<file path="config.mk">
export PLATFORM = sky130hd
export DESIGN_NAME = tick_scheduler
export DESIGN_NICKNAME = d
export VERILOG_FILES = /design/src/rtl/tick_sched_pkg.sv /design/src/rtl/mod_counter.sv /design/src/rtl/tick_scheduler.sv
export SDC_FILE = /design/constraint.sdc
export NUM_CORES = 1
export LEC_CHECK = 0
export ABC_AREA = 1
export CAP_MARGIN = 20
export CORE_MARGIN = 1.5
export CORE_UTILIZATION = 35
export CTS_BUF_LIST = sky130_fd_sc_hd__clkbuf_8
export DETAILED_ROUTE_END_ITERATION = 12
export MAX_ROUTING_LAYER = met4
export PLACE_DENSITY_LB_ADDON = 0.2
export SETUP_SLACK_MARGIN = 0.15
export SYNTH_ARGS = -nofsm -noshare
export SYNTH_HDL_FRONTEND = slang
export SYNTH_SLANG_ARGS = --single-unit
</file>
<file path="constraint.sdc">
create_clock -name clock_5 -period 3.1 [get_ports clock_5]
set_input_delay 0.31 -clock clock_5 [delete_from_list [all_inputs] [get_ports clock_5]]
set_output_delay 0.31 -clock clock_5 [all_outputs]
set_load 0.02 [all_outputs]
</file>
<file path="src/rtl/tick_sched_pkg.sv">
// Shared state encoding and counter sizing helper for the tick scheduler.
package tick_sched_pkg;

  localparam int STATE_W = 2;

  localparam logic [STATE_W-1:0] ST_IDLE = 2'd0;
  localparam logic [STATE_W-1:0] ST_RUN  = 2'd1;
  localparam logic [STATE_W-1:0] ST_ARM  = 2'd2;

  typedef enum logic [STATE_W-1:0] {
    IDLE = ST_IDLE,
    RUN  = ST_RUN,
    ARM  = ST_ARM
  } state_t;

  // Bits needed to hold the values 0..n-1.
  function automatic int cnt_w_for(input int n);
    return (n < 2) ? 1 : $clog2(n);
  endfunction

endpackage

</file>
<file path="src/rtl/mod_counter.sv">
// Modulo-N up-counter with enable, synchronous clear and a wrap flag that is
// high on the enabled cycle in which the count rolls over to zero.
module mod_counter
  import tick_sched_pkg::*;
#(
  parameter int N = 10,
  parameter int W = cnt_w_for(N)
) (
  input  logic         clock_5,
  input  logic         reset,
  input  logic         en,
  input  logic         clr,
  output logic [W-1:0] count,
  output logic         wrap
);

  assign wrap = en && (count == W'(N - 1));

  always_ff @(posedge clock_5) begin
    if (!reset || clr) begin
      count <= '0;
    end else if (en) begin
      count <= wrap ? '0 : count + W'(1);
    end
  end

endmodule

</file>
<file path="src/rtl/tick_scheduler.sv">
// Turns the divider's base tick into sample and second strobes, with start/stop
// and a resync handshake. Optional watchdog: define TICK_SCHED_WATCHDOG_EN.
//
// state | meaning
// IDLE  | stopped, counters held at zero, no strobes
// RUN   | counting ticks into sample/second strobes
// ARM   | counting as in RUN, waiting for a sync_edge to realign the second
module tick_scheduler
  import tick_sched_pkg::*;
#(
  parameter int TICKS_PER_SAMPLE = 10,
  parameter int SAMPLES_PER_SEC  = 100,
  parameter int CNT_W            = 8,
  parameter int WD_SECS          = 2
) (
  input  logic             clock_5,
  input  logic             reset,
  input  logic             tick_in,
  input  logic             start,
  input  logic             stop,
  input  logic             resync_req,
  input  logic             sync_edge,
  output logic             resync_ack,
  output logic             sample_en,
  output logic             sec_en,
  output logic [CNT_W-1:0] phase,
  output logic             running,
  output logic             sync_lost
);

  state_t           state;
  logic             counting;
  logic             sync_hit;
  logic             tick_en;
  logic             cnt_clr;
  logic             tick_wrap;
  logic             phase_wrap;
  logic [CNT_W-1:0] tick_cnt;

  assign counting = (state == RUN) || (state == ARM);
  // A sync edge in ARM swallows any tick arriving in the same cycle.
  assign sync_hit = (state == ARM) && sync_edge && !stop;
  assign tick_en  = counting && tick_in && !stop && !sync_hit;
  assign cnt_clr  = !counting || stop || sync_hit;

  mod_counter #(.N(TICKS_PER_SAMPLE), .W(CNT_W)) u_tick_cnt (
    .clock_5 (clock_5),
    .reset   (reset),
    .en      (tick_en),
    .clr     (cnt_clr),
    .count   (tick_cnt),
    .wrap    (tick_wrap)
  );

  mod_counter #(.N(SAMPLES_PER_SEC), .W(CNT_W)) u_phase_cnt (
    .clock_5 (clock_5),
    .reset   (reset),
    .en      (tick_wrap),
    .clr     (cnt_clr),
    .count   (phase),
    .wrap    (phase_wrap)
  );

  assert property (@(posedge clock_5) disable iff (!reset)
    (tick_cnt < CNT_W'(TICKS_PER_SAMPLE)) && (phase < CNT_W'(SAMPLES_PER_SEC)) && (WD_SECS >= 1));

`ifdef TICK_SCHED_WATCHDOG_EN
  localparam int WD_W = cnt_w_for(WD_SECS + 1);
  logic [WD_W-1:0] wd_left;
`else
  assign sync_lost = 1'b0;
`endif

  always_ff @(posedge clock_5) begin
    if (!reset) begin
      state      <= IDLE;
      sample_en  <= 1'b0;
      sec_en     <= 1'b0;
      resync_ack <= 1'b0;
      running    <= 1'b0;
`ifdef TICK_SCHED_WATCHDOG_EN
      sync_lost  <= 1'b0;
      wd_left    <= '0;
`endif
    end else begin
      sample_en  <= 1'b0;
      sec_en     <= 1'b0;
      resync_ack <= 1'b0;
      case (state)
        IDLE: begin
          if (start && !stop) begin
            state   <= RUN;
            running <= 1'b1;
`ifdef TICK_SCHED_WATCHDOG_EN
            sync_lost <= 1'b0;
`endif
          end else begin
            running <= 1'b0;
          end
        end
        RUN, ARM: begin
          if (stop) begin
            state   <= IDLE;
            running <= 1'b0;
          end else if (sync_hit) begin
            state      <= RUN;
            sample_en  <= 1'b1;
            sec_en     <= 1'b1;
            resync_ack <= 1'b1;
`ifdef TICK_SCHED_WATCHDOG_EN
            sync_lost  <= 1'b0;
`endif
          end else begin
            sample_en <= tick_wrap;
            sec_en    <= phase_wrap;
            if (state == RUN && resync_req) begin
              state <= ARM;
`ifdef TICK_SCHED_WATCHDOG_EN
              wd_left <= WD_W'(WD_SECS);
`endif
            end else if (state == ARM && !resync_req) begin
              state <= RUN;
`ifdef TICK_SCHED_WATCHDOG_EN
            end else if (state == ARM && phase_wrap) begin
              // Down-count whole seconds spent armed; give up on the last one.
              if (wd_left <= WD_W'(1)) begin
                sync_lost <= 1'b1;
                state     <= RUN;
              end else begin
                wd_left <= wd_left - WD_W'(1);
              end
`endif
            end
          end
        end
        default: begin
          state   <= IDLE;
          running <= 1'b0;
        end
      endcase
    end
  end

endmodule
</file>
==> results.md <==
* Post-route antenna net violation count at 0
* Main synth FF type: dfxtp_1
* CTS Buf Count at 3
* P_leak at 0.585 nW
* Worst Path Max Fanout at 7
* Nets at 223
* Core Rows at 22
* Post-synth top area share at 33.2%
* I/O pins at 20
* Register bit total from synthesis at 22
* Switch share at 36.3%
* Vias in the first global route at 1,097
* Mean post-synth cell area at 7.09 um2
* First-pass DRT Iterations at 4
* Core area at 3660 um2
* Hold depth at 2
* Crit. path cell count at 1
* Clk sink count at 22
* Worst slack, placed at 1.36 ns
* Setup TNS at 0 ns
* Crit Path Class: reg -> out
* Final Non-Filler Cells at 255
* Crit. End Element: primary output
* Via density at 4.60
* Outcome: completed
* Final Hold Violating Endpoints at 0
* Hold Path Class: reg -> reg
* Yosys cell types at 28
* Critical Path AT at 1.37 ns
* R2r setup slk at 1.45 ns
* Ordered cell list for the critical path: clkdlybuf4s50_1
* Die area at 4170 um2
* Cell taking the most area after synthesis: dfxtp_1
* Syn_nets at 201
* VDD IR-drop max at 0.000380 V
* Netlist Area Pre-Place at 1330 um2
* Sequential fraction of design power at 41.3%
* Setup ws final at 1.42 ns
* Tcrit/Tclk final at 54.2%
* Drt initial violations at 59
* Async SR Flop Fraction at 0%
* Share of layout cells above drive strength 1 at 10.6%
* GP Congestion at 0.806
* CTS root buf: clkbuf_8
* Worst-Skew Late Latency at 0.26 ns
* Cell count after synthesis at 187
* Residual DRC at 0
* Minimum clock period at 1.68 ns
* Die width at 64.6 um
* Largest net degree at the start of global routing at 12
* Worst Path Required at 2.79 ns
* Port bufs at 18
* Net Switching at 0.000275 W
* CTS clk-pin slew, worst paths at 0.07 ns
* Dpl cells at 252
* H-tree Lvls at 1
* Cts repair resizes at 0
* Worst Path Buf+Inv at 1
* Most numerous cell in the Yosys netlist: nand2_1
* PwrDens at 474 nW/um2
* Critical-path top delay cell: clkdlybuf4s50_1
* Final global-route overflow total at 0
* Post-DP HPWL at 1980 um
* CTS Hold Bufs at 0
* Synthesis warning total at 0
* Final Util at 43.7%
* Critical path's top delay family: buffers and inverters
* Final Cell Area at 1600 um2
* Die Span Y at 64.6 um
* Area delta synth->final at 20.7%
* Fraction of the yosys area taken by sequential cells at 33.2%
* Initial Util at 36.2%
* CTS max path bufs at 2
* Max Fclk at 595 MHz
* Area post-placement at 1560 um2
* Depth of the most critical reg-to-reg path at 9
* Overall Global Routing Usage at 14.2%
* Max stage delay on crit path at 0.65 ns
* Initial antenna violation count at 0
* Commonest cells in the netlist: nand2_1 (41), dfxtp_1 (22), inv_1 (22)
* Number of setup buffers added after CTS at 0
* Routed wire per std cell at 9.84 um
* Diode count at 0
* Max cap viols at 0
* Logic pwr share at 35.4%
* First-pass GRT wire length at 4540 um
* CTS tree: done
* Max Clock Skew at 0.00215 ns
* Max Transition Viols Final at 0
* Synth top area cells: dfxtp_1 (33%), nand2_1 (12%), nand3_1 (7.9%)
* RSZ-0062 raised after global routing: no
* Clock Power Share at 23.3%
* Final setup violation count at 0
* Int Pwr at 0.000483 W
* DRT Wirelength at 2510 um
* Via count at 1,173
* Setup crit start kind: flop
* EDFF count, synth at 0
-- cells in the final DEF, fill, tap and decap left out, types with 2 or more instances in the layout --
cell type,count
nor2_1,21
dfxtp_1,22
a21oi_1,12
nand2_2,6
o21ai_1,2
nand3_1,21
inv_1,22
inv_2,4
nand4_1,3
clkbuf_8,3
clkdlybuf4s50_1,18
nor2_4,3
ha_1,7
o21ai_0,4
o21bai_1,3
xor2_1,3
nand2_1,41
-- state kept, by name (all words and copies together), names as in the netlist --
register / flops
state: 2
u_phase_cnt.count: 8
running: 1
u_tick_cnt.count: 8
sample_en: 1
resync_ack: 1
sec_en: 1
-- layer usage --
metal / GRT usage [%] / part of all wire (%) / vias to the layer above
met3: 2.08 / 2.2 / 5
met2: 22.1 / 44 / 19
met4: 7.98 / 2.2 / 0
li1: - / - / 633
met1: 17.7 / 52 / 516
met5: - / 0 / -
-- power groups by stage --
stage	Sequential, W	Clock (W)	Combinational (W)
after floorplan	0.000320	0	0.000213
after global placement	0.000319	0	0.000271
after detailed placement	0.000320	0	0.000272
after CTS	0.000313	0.000185	0.000273
after global routing	0.000316	0.000197	0.000304
final	0.000313	0.000176	0.000269
-- stage by stage --
step,power (W),hold WS (ns)
2_1_floorplan,0.000533,0.430
3_3_place_gp,0.000591,0.485
3_5_place_dp,0.000592,0.478
4_1_cts,0.000771,0.494
5_1_grt,0.000817,0.512
6_report,0.000758,0.487
-- layout make-up --
class | count | area (um2)
timing repair buffer | 18 | 180
fill | 388 | 2060
clock buffer | 3 | 41.3
inverter | 27 | 106
tap | 48 | 60.1
sequential | 22 | 440
multi-input combinational | 137 | 772
-- final timing paths --
| path | start | end |
|---|---|---|
| worst max-delay path | u_phase_cnt.count[2] | phase[2] |
| worst min-delay path | running | running |
| worst max register to register | state[0] | u_phase_cnt.count[0] |
| worst min register to register | running | running |
-- cells by family after synthesis --
kind of cell             after synthesis  synth area share (%)
buffers and inverters                 28                  8.58
adder cells (fa/ha/maj)                7                  6.60
other                                  1                 0.283
flip-flops                            22                  33.2
AO/OA/AOI/OAI                         23                  9.72
XOR/XNOR                               4                  2.64
AND/OR/NAND/NOR                      102                  39.0
Power figures use the tool's default switching activity.
